`src/rtl/vdic_dut_pkg.sv`:
```
// Shared types and constants for the VDIC responder: command codes, FSM states,
// status bit positions and the default packet size.
package vdic_dut_pkg;

    localparam int MAX_DATA_DEFAULT = 8;
    localparam int RES_W            = 16;

    localparam int ERR_DATA_BIT   = 0;
    localparam int ERR_CMD_BIT    = 1;
    localparam int ERR_PARITY_BIT = 2;

    typedef enum logic [7:0] {
        CMD_NOP = 8'h00,
        CMD_AND = 8'h01,
        CMD_OR  = 8'h02,
        CMD_XOR = 8'h03,
        CMD_ADD = 8'h10,
        CMD_SUB = 8'h20
    } command_t;

    typedef enum logic [2:0] {
        IDLE,
        COLLECT,
        EXEC,
        SEND_HI,
        SEND_LO,
        SEND_STAT
    } state_t;

endpackage

```
`src/rtl/vdic_dut_reducer.sv`:
```
// Combinational reduction of the collected byte buffer under the captured command.
// Produces the 16-bit result and flags command codes it does not recognise.
module vdic_dut_reducer
    import vdic_dut_pkg::*;
#(
    parameter int MAX_DATA = MAX_DATA_DEFAULT,
    parameter int DW       = 8,
    parameter int CNT_W    = $clog2(MAX_DATA + 1)
) (
    input  logic [MAX_DATA-1:0][DW-1:0] buffer_i,
    input  logic [CNT_W-1:0]            count_i,
    input  logic [DW-1:0]               cmd_i,
    output logic [RES_W-1:0]            result_o,
    output logic                        errCmd_o
);

    logic [DW-1:0]    accAnd;
    logic [DW-1:0]    accOr;
    logic [DW-1:0]    accXor;
    logic [RES_W-1:0] accAdd;
    logic [RES_W-1:0] accSub;
    logic [RES_W-1:0] byteExt;

    always_comb begin
        accAnd  = '1;
        accOr   = '0;
        accXor  = '0;
        accAdd  = '0;
        accSub  = RES_W'(buffer_i[0]);
        byteExt = '0;
        for (int i = 0; i < MAX_DATA; i++) begin
            byteExt = RES_W'(buffer_i[i]);
            if (CNT_W'(i) < count_i) begin
                accAnd = accAnd & buffer_i[i];
                accOr  = accOr  | buffer_i[i];
                accXor = accXor ^ buffer_i[i];
                accAdd = accAdd + byteExt;
                // byte0 is the minuend; every later byte is subtracted from it
                if (i != 0) begin
                    accSub = accSub - byteExt;
                end
            end
        end

        result_o = '0;
        errCmd_o = 1'b0;
        case (cmd_i)
            CMD_NOP: result_o = '0;
            CMD_AND: result_o = RES_W'(accAnd);
            CMD_OR:  result_o = RES_W'(accOr);
            CMD_XOR: result_o = RES_W'(accXor);
            CMD_ADD: result_o = accAdd;
            CMD_SUB: result_o = accSub;
            default: errCmd_o = 1'b1;
        endcase
    end

endmodule

```
`src/rtl/vdic_dut_responder.sv`:
```
// Responder end of the VDIC packet interface: collects data bytes, executes the
// command byte and streams result/status on a ready/valid channel.
// Define VDIC_DUT_RESPONDER_PARITY_EN to add din_par and the ERR_PARITY check.
module vdic_dut_responder
    import vdic_dut_pkg::*;
#(
    parameter int MAX_DATA = MAX_DATA_DEFAULT,
    parameter int DW       = 8
) (
    input  logic          clk,
    input  logic          rst_n,
    input  logic          enable_n,
    input  logic [DW-1:0] din,
    input  logic          din_cmd,
`ifdef VDIC_DUT_RESPONDER_PARITY_EN
    input  logic          din_par,
`endif
    output logic [DW-1:0] dout,
    output logic          dout_valid,
    input  logic          dout_ready,
    output logic          busy
);

    localparam int CNT_W = $clog2(MAX_DATA + 1);

    state_t                      state_q, state_d;
    logic [CNT_W-1:0]            count_q, count_d;
    logic [MAX_DATA-1:0][DW-1:0] buffer_q, buffer_d;
    logic [DW-1:0]               cmd_q, cmd_d;
    logic                        errData_q, errData_d;
    logic                        errPar_q, errPar_d;
    logic [RES_W-1:0]            result_q, result_d;
    logic [DW-1:0]               status_q, status_d;
    logic [DW-1:0]               dout_q, dout_d;
    logic                        doutValid_q, doutValid_d;
    logic                        busy_q, busy_d;

    logic                        byteFire;
    logic                        parErr;
    logic [RES_W-1:0]            redResult;
    logic                        redErrCmd;

`ifdef VDIC_DUT_RESPONDER_PARITY_EN
    assign parErr = ~(^{din, din_cmd, din_par});
`else
    assign parErr = 1'b0;
`endif

    assign byteFire   = !enable_n && !busy_q;
    assign dout       = dout_q;
    assign dout_valid = doutValid_q;
    assign busy       = busy_q;

    vdic_dut_reducer #(
        .MAX_DATA (MAX_DATA),
        .DW       (DW),
        .CNT_W    (CNT_W)
    ) u_reducer (
        .buffer_i (buffer_q),
        .count_i  (count_q),
        .cmd_i    (cmd_q),
        .result_o (redResult),
        .errCmd_o (redErrCmd)
    );

    always_ff @(posedge clk or negedge rst_n) begin
        if (!rst_n) begin
            state_q     <= IDLE;
            count_q     <= '0;
            buffer_q    <= '0;
            cmd_q       <= '0;
            errData_q   <= 1'b0;
            errPar_q    <= 1'b0;
            result_q    <= '0;
            status_q    <= '0;
            dout_q      <= '0;
            doutValid_q <= 1'b0;
            busy_q      <= 1'b0;
        end else begin
            state_q     <= state_d;
            count_q     <= count_d;
            buffer_q    <= buffer_d;
            cmd_q       <= cmd_d;
            errData_q   <= errData_d;
            errPar_q    <= errPar_d;
            result_q    <= result_d;
            status_q    <= status_d;
            dout_q      <= dout_d;
            doutValid_q <= doutValid_d;
            busy_q      <= busy_d;
        end
    end

    // Each SEND state first loads its byte (valid rises), then on acceptance
    // loads the next state's byte directly so accepted bytes flow back-to-back.
    always_comb begin
        state_d     = state_q;
        count_d     = count_q;
        buffer_d    = buffer_q;
        cmd_d       = cmd_q;
        errData_d   = errData_q;
        errPar_d    = errPar_q;
        result_d    = result_q;
        status_d    = status_q;
        dout_d      = dout_q;
        doutValid_d = doutValid_q;
        busy_d      = busy_q;

        case (state_q)
            IDLE: begin
                if (byteFire) begin
                    errPar_d = errPar_q | parErr;
                    if (din_cmd) begin
                        cmd_d     = din;
                        count_d   = '0;
                        errData_d = 1'b1;
                        busy_d    = 1'b1;
                        state_d   = EXEC;
                    end else begin
                        buffer_d[0] = din;
                        count_d     = CNT_W'(1);
                        state_d     = COLLECT;
                    end
                end
            end
            COLLECT: begin
                if (byteFire) begin
                    errPar_d = errPar_q | parErr;
                    if (din_cmd) begin
                        cmd_d   = din;
                        busy_d  = 1'b1;
                        state_d = EXEC;
                    end else if (count_q == CNT_W'(MAX_DATA)) begin
                        errData_d = 1'b1;
                    end else begin
                        for (int i = 0; i < MAX_DATA; i++) begin
                            if (CNT_W'(i) == count_q) begin
                                buffer_d[i] = din;
                            end
                        end
                        count_d = count_q + CNT_W'(1);
                    end
                end
            end
            EXEC: begin
                result_d                 = redResult;
                status_d                 = '0;
                status_d[ERR_DATA_BIT]   = errData_q;
                status_d[ERR_CMD_BIT]    = redErrCmd;
                status_d[ERR_PARITY_BIT] = errPar_q;
                if ((status_d != '0) || (cmd_q == CMD_NOP)) begin
                    state_d = SEND_STAT;
                end else begin
                    state_d = SEND_HI;
                end
            end
            SEND_HI: begin
                if (!doutValid_q) begin
                    dout_d      = result_q[15:8];
                    doutValid_d = 1'b1;
                end else if (dout_ready) begin
                    dout_d  = result_q[7:0];
                    state_d = SEND_LO;
                end
            end
            SEND_LO: begin
                if (!doutValid_q) begin
                    dout_d      = result_q[7:0];
                    doutValid_d = 1'b1;
                end else if (dout_ready) begin
                    dout_d  = status_q;
                    state_d = SEND_STAT;
                end
            end
            SEND_STAT: begin
                if (!doutValid_q) begin
                    dout_d      = status_q;
                    doutValid_d = 1'b1;
                end else if (dout_ready) begin
                    dout_d      = '0;
                    doutValid_d = 1'b0;
                    busy_d      = 1'b0;
                    count_d     = '0;
                    buffer_d    = '0;
                    cmd_d       = '0;
                    errData_d   = 1'b0;
                    errPar_d    = 1'b0;
                    status_d    = '0;
                    state_d     = IDLE;
                end
            end
            default: state_d = IDLE;
        endcase
    end

endmodule

```
`config.mk`:
```
export PLATFORM = sky130hd
export DESIGN_NAME = vdic_dut_responder
export DESIGN_NICKNAME = d
export VERILOG_FILES = /design/src/rtl/vdic_dut_pkg.sv /design/src/rtl/vdic_dut_reducer.sv /design/src/rtl/vdic_dut_responder.sv
export SDC_FILE = /design/constraint.sdc
export NUM_CORES = 1
export LEC_CHECK = 0
export CAP_MARGIN = 20
export CORE_ASPECT_RATIO = 1.4
export CORE_UTILIZATION = 66
export CTS_BUF_LIST = sky130_fd_sc_hd__clkbuf_8
export DETAILED_ROUTE_END_ITERATION = 12
export PLACE_DENSITY = 0.84
export SLEW_MARGIN = 15
export SYNTH_ARGS = -nofsm -noshare
export SYNTH_HDL_FRONTEND = slang
export SYNTH_SLANG_ARGS = --single-unit
export TNS_END_PERCENT = 10
```
`constraint.sdc`:
```
create_clock -name clk -period 10.95 [get_ports clk]
set_input_delay 2.7375 -clock clk [delete_from_list [all_inputs] [get_ports clk]]
set_output_delay 2.7375 -clock clk [all_outputs]
set_load 0.03 [all_outputs]
```
==> run metrics, run 1 <==
min-delay src result_q[2]; core area ~0.020 mm^2; Sink Count 108; Worst path top cell family by delay compound AO/OA/AOI/OAI gates; Cell Area, Synth 0.0136 mm^2; max_cap viols 0; port bufs 22; slowest cell on the critical path or3b_2; commonest non-fill, non-tap cells in the layout 212 x nand2_1, 175 x o21ai_0, 153 x nor2_1; worst r2r dst result_q[9]; Met1 Wirelength approximately 17000 um; flop2flop setup slack about 0.8 ns; CP Launch Type flip-flop; drt via density ~7.2; Top cell by count, worst path ha_1; first-pass GRT wire length ~74000 um; crit-path max cell delay about 0.64 ns; clock buffer depth 2; WL met3 roughly 5500 um; sequential share of the synthesized area 19.8%; Routed Wire Length ~48000 um; Worst VDD drop roughly 0.13 mV; kind of critical path reg2reg; Synth area leaders dfrtp_1 20%, ha_1 11%, o21ai_0 6.4%; number of synthesized register bits between 100 and 150; worst skew pair latency around 0.43 ns; layout cells sized above 1 between 6 and 7%; Synth Area per Inst ~7.7 um^2; vias in the first global route 13.5k; unique cell type count in the Yosys netlist 100; Int Power 2.06 mW; Post-CTS Hold Fix Bufs 0; status finished clean; DRT iter0 DRCs between 2k and 2.5k; setup ws final roughly 0.79 ns; WP data required 11.26 ns; static leakage 6.28 nW; Power Density around 330 mW/mm^2; syn nets approximately 1.9k; CP endpoint kind flip-flop; Reg2Reg Depth between 40 and 50; postcts setup bufs 0; final clock skew about 0.019 ns; DRT Pass-1 Iters 10; WHS Path Cells 2; PostCTS Resize Cnt 0; post-layout net count ~1.9k; Residual DRC 0; period utilization 92.8%; Place WS ~1.2 ns; total gr overflow 0; num rows between 60 and 70; Tmin final 10.16 ns; Hold WS slightly above 0.5 ns; setup violators final 0; Post-synth EDFFs 0; worst hold path class reg2reg; Num CTS Buffers 9; GPL Wtd Cong around 1.0; CTS clk-pin slew, worst paths approximately 0.11 ns; CP Max Fanout 17; total power 4.68 mW; sequential power share approximately a fifth; Finished Core Util 71.1%; most common cell after layout, fill and taps aside nand2_1; dominant synthesized flop cell dfrtp_1; RSZ-0062 raised after global routing false; Synth Instances between 1.5k and 2k; worst-margin pin slew approximately 1.3 ns; GRT Total Usage about 47%; highest clock rate around 98 MHz; I/O pin count 23; Slew Limit Fails 0; initial cell density of the core 68.0%; initial antenna violation count 1; Rel. slew slack approximately 14%; DR WL met2 20900 um; P&R area growth vs syn 4.51%; CTS Root Cell clkbuf_8; area fraction of the dominant cell type after synthesis between 10% and 20%; Worst R2R Start count_q[1]; post-route ant nets 0; Die W around 120 um; Setup TNS Final 0 ns; CP Buf/Inv Count 4; DR WL/cell around 24 um; net switching power approximately 2.6 mW; H-tree Lvls 3; full die area between 0.02 and 0.025 mm^2; Yosys top cell by area dfrtp_1; CTS tree built; Async SR Flop Fraction 100%; Comb power frac between 70% and 80%; largest net degree at the start of global routing between 70 and 80; clock power share about 6.0%; worst endpoint data arrival time roughly 10 ns; warnings from Yosys 0; Hold Fails Final Rpt 0; Final HPWL DP between 30000 and 40000 um; top sig layer met5; hold path endpoint result_q[2]; switching part of the total 55.9%; DIE HEIGHT 172 um; vias between 10k and 15k
==> power groups by stage <==
stage          clock network [mW]  logic [mW]  registers (mW)
2_1_floorplan                   0        2.60           0.751
3_3_place_gp                    0        3.19           0.865
3_5_place_dp                    0        3.33           0.870
4_1_cts                     0.274        3.36           0.864
5_1_grt                     0.289        3.85           0.913
6_report                    0.278        3.51           0.891
==> worst register-to-register path: cells and delay by family, from the launching register on <==
family	cells	cell delay, ns
adders and majority gates	9	2.47
DFF	1	0.62
and+or+nand+nor	13	2.19
AOI/OAI and AO/OA	17	3.91
xor gates and xnor gates	2	0.34
buffers and inverters	4	0.52
==> worst max path at each step <==
stage               start           end  slack, ns  cells after the start
4_1_cts        count_q[1]   result_q[9]       1.10                     46
3_3_place_gp   count_q[1]  result_q[11]       1.54                     43
6_report       count_q[1]   result_q[9]       0.79                     45
5_1_grt        count_q[1]   result_q[9]       0.07                     45
3_5_place_dp   count_q[1]   result_q[9]       1.16                     46
2_1_floorplan  count_q[1]  result_q[11]       2.25                     45
==> cell usage after synthesis, drive strengths merged, types with 6 or more instances <==
master / instances
nand2: 213
o21ai: 181
nor2: 155
ha: 124
inv: 122
a21oi: 119
dfrtp: 108
xnor2: 70
clkbuf: 56
mux2i: 49
nor2b: 36
nor3: 36
o21a: 35
a21o: 33
mux2: 31
nand3: 29
xor2: 26
o31ai: 20
a211oi: 19
buf: 19
a22oi: 17
a31oi: 16
o211ai: 14
o31a: 14
a21boi: 13
fa: 13
nor4: 13
nand2b: 12
nand4: 12
o221ai: 12
o22ai: 12
o41ai: 11
or3: 11
nor3b: 10
a2111oi: 9
and2: 9
a211o: 6
and3: 6
nand3b: 6
o2111ai: 6
==> final cells by class <==
type	instances	area, um^2
Clock buffer	10	138
Fill cell	1668	5810
Sequential cell	108	2700
Multi-Input combinational cell	1475	10200
Antenna cell	1	2.50
Inverter	122	458
Clock inverter	6	61.3
Tap cell	252	315
Timing Repair Buffer	44	383
==> registers in the layout, summed over array words and instances (netlist names) <==
signal / flops
buffer_q: 64
busy: 1
cmd_q: 8
count_q: 4
dout: 8
dout_valid: 1
errData_q: 1
result_q: 16
state_q: 3
status_q: 2
==> per-layer routing <==
layer / global-route usage (%) / vias up
li1: - / 6408
met1: 52.5 / 6759
met3: 18.3 / 353
met5: 2.50 / -
met4: 37.9 / 4
met2: 71.1 / 967
==> cells by family (layout without fill, tap and decap cells) <==
| kind of cell | after synthesis | count (layout) | share of synthesized area (%) |
|---|---|---|---|
| buffers and inverters | 197 | 182 | 5.65 |
| xor gates and xnor gates | 98 | 98 | 6.77 |
| adders and majority gates | 138 | 138 | 13.4 |
| muxes | 80 | 80 | 6.18 |
| other | 0 | 1 | 0 |
| AOI/OAI and AO/OA | 589 | 589 | 28.6 |
| DFF | 108 | 108 | 19.8 |
| and+or+nand+nor | 570 | 570 | 19.7 |
==> per-stage QoR <==
stage	instance area, um^2	instances
floorplan	13600	1780
detailed placement	14000	2000
global route	14300	2017
finish	14300	2018
global placement	14000	2000
CTS	14200	2016
Note: power is estimated with default switching activity, not from simulation.
==> inputs of run 2 (changes only) <==
- ABC_AREA: not set -> 1
==> run 2 against run 1 <==
Effect of this change:
- register-to-register slack gained 0.49 ns
- critical path depth grew 2
- count of clock-buffer cells in the layout shrank 1
- sequential share of layout area grew 0.74 points
==> run metrics, run 2 <==
status finished clean; Hold Fails Final Rpt 0 (unchanged); Cell Area, Synth 0.0131 mm^2 (-3.7%); number of synthesized register bits 108 (unchanged); Synth Instances 2030 (+14%); period utilization 88.3% (-4.4 points); Post-CTS Hold Fix Bufs 0 (unchanged); Multi-input gate area 0.00911 mm^2 (-11%); num rows 60 (-1.6%); Rel. slew slack 32.7% (+18 points); Sink Count 108 (unchanged); CP endpoint kind flip-flop; worst skew pair latency 0.41 ns (-0.02 ns); postcts setup bufs 0 (unchanged); DR WL/cell 19.3 um (-19%); core area 0.0194 mm^2 (-3.5%); CP Buf/Inv Count 6 (+2); unique cell type count in the Yosys netlist 56 (-44%); DRT iter0 DRCs 1280 (-39%); Setup TNS Final 0 ns (unchanged); CP Launch Type flip-flop; worst hold path class reg2reg; post-layout net count 2170 (+14%); min-delay src result_q[4]; Synth Area per Inst 6.47 um^2 (-16%); CTS clk-pin slew, worst paths 0.10 ns (about the same); port bufs 22 (unchanged); Num CTS Buffers 9 (unchanged); Synth area leaders dfrtp_1 21%, nand2_1 15%, ha_1 12%; I/O pin count 23 (unchanged); worst-margin pin slew 1.00 ns (-0.270 ns); CP Max Fanout 42 (+25); clock buffer depth 2 (unchanged); max reg flops 64 (unchanged); RSZ-0062 raised after global routing false; CTS tree built; PostCTS Resize Cnt 0 (unchanged); DRT Pass-1 Iters 6 (-4); layout cells sized above 1 6.62% (+0.045 points); vias in the first global route 13.4k (-0.36%); P&R area growth vs syn 4.46% (about the same); drt via density 6.13 (-15%); most common cell after layout, fill and taps aside nand2_1; GRT Total Usage 44.3% (-3.0 points); largest reg by FF count buffer_q; final non-filler cell total 2273 (+13%); setup violators final 0 (unchanged); Async SR Flop Fraction 100% (unchanged); Post-Place Cells 2256 (+13%); kind of critical path reg2reg; Post-synth EDFFs 0 (unchanged); final instance area 0.0137 mm^2 (-3.8%); fillers 1771 (+6.2%); Final HPWL DP 35300 um (+2.4%); flop2flop setup slack 1.28 ns (+0.49 ns); # diodes 0 (-1); hold path endpoint result_q[4]; Tmin final 9.67 ns (-0.487 ns); GPL Wtd Cong 1.09 (+6.4%); worst r2r dst result_q[13]; WP data required 11.25 ns (about the same); register area 0.00270 mm^2 (about the same); Die W 121 um (-1.9%); crit-path max cell delay 0.53 ns (-0.11 ns); commonest non-fill, non-tap cells in the layout 534 x nand2_1, 281 x inv_1, 193 x o21ai_0; post-route ant nets 0 (unchanged); full die area 0.0205 mm^2 (-3.7%); max_cap viols 0 (unchanged); highest clock rate 103 MHz (+5.0%); first-pass GRT wire length 69100 um (-7.1%); warnings from Yosys 0 (unchanged); Residual DRC 0 (unchanged); Hold WS 0.492 ns (-0.0218 ns); total gr overflow 0 (unchanged); CTS Root Cell clkbuf_8; Worst path top cell family by delay compound AO/OA/AOI/OAI gates; slowest cell on the critical path nor2_8; initial cell density of the core 67.8% (-0.16 points); syn nets 2180 (+13%); WHS Path Cells 2 (unchanged); DIE HEIGHT 169 um (-1.9%); Routed Wire Length 43800 um (-8.4%); largest net degree at the start of global routing 56 (-26%); Reg2Reg Depth 47 (+4.4%); Top cell by count, worst path nand2_1; final clock skew 0.0107 ns (-0.00832 ns); sequential share of the synthesized area 20.6% (+0.77 points); vias 13.9k (-3.8%); Slew Limit Fails 0 (unchanged); Placement Cell Area 0.0135 mm^2 (-3.7%); dominant synthesized flop cell dfrtp_1; Worst R2R Start count_q[2]; Yosys top cell by area dfrtp_1; initial antenna violation count 0 (-1); worst endpoint data arrival time 9.97 ns (-0.50 ns); count leader, synth nand2_1; largest registers buffer_q (64), result_q (16); Post-synth top cells 534 x nand2_1, 280 x inv_1, 193 x o21ai_0, 134 x a21oi_1, 124 x ha_1; area fraction of the dominant cell type after synthesis 20.6% (+0.77 points); H-tree Lvls 3 (unchanged)
[run 2: layer usage]
metal	part of all wire, %	vias to the layer above	global-route usage [%]
met5	0	-	0
met4	8.6	0	34.9
met3	7.9	197	8.09
met2	47	691	74.0
met1	36	6383	49.2
li1	-	6669	-
[run 2: cell type report]
class,instances,share of cell area (%)
clock buffer,9,0.903
clock inverter,7,0.538
inverter,297,8.14
multi-input combinational,1572,66.4
sequential,108,19.7
tap,248,2.26
timing repair buffer,32,2.12
[run 2: tightest hold or removal path, stage by stage, from the launching register on]
cell and delay [ns]:
dfrtp_1 0.36, nand2_1 0.05, nand2_1 0.05
[run 2: worst max path at each step]
stage / start / endpoint / depth (start not counted)
2_1_floorplan: count_q[1] / result_q[9] / 41
4_1_cts: count_q[2] / result_q[13] / 47
3_3_place_gp: count_q[2] / result_q[13] / 47
5_1_grt: count_q[2] / result_q[12] / 46
3_5_place_dp: count_q[2] / result_q[13] / 47
6_report: count_q[2] / result_q[13] / 47
[run 2: stage by stage]
step	setup WS [ns]	utilization [%]
after floorplan	3.50	-
after global placement	1.66	69.8
after detailed placement	1.45	69.8
after CTS	1.43	70.8
after global routing	0.503	70.9
final	1.28	70.9
[run 2: kinds of logic (layout without fill, tap and decap cells)]
family                     Yosys count  after routing  synth area share [%]
DFF                                108            108                  20.6
and+or+nand+nor                    900            900                  30.9
buffers and inverters              350            345                  10.1
xor gates and xnor gates            70             70                  4.67
adders and majority gates          137            137                  13.8
muxes                                1              1                0.0762
AOI/OAI and AO/OA                  464            464                  19.9
Power of run 2 is not shown: default switching activity piles up to over one toggle a cycle in this logic, so the estimate is an artifact.
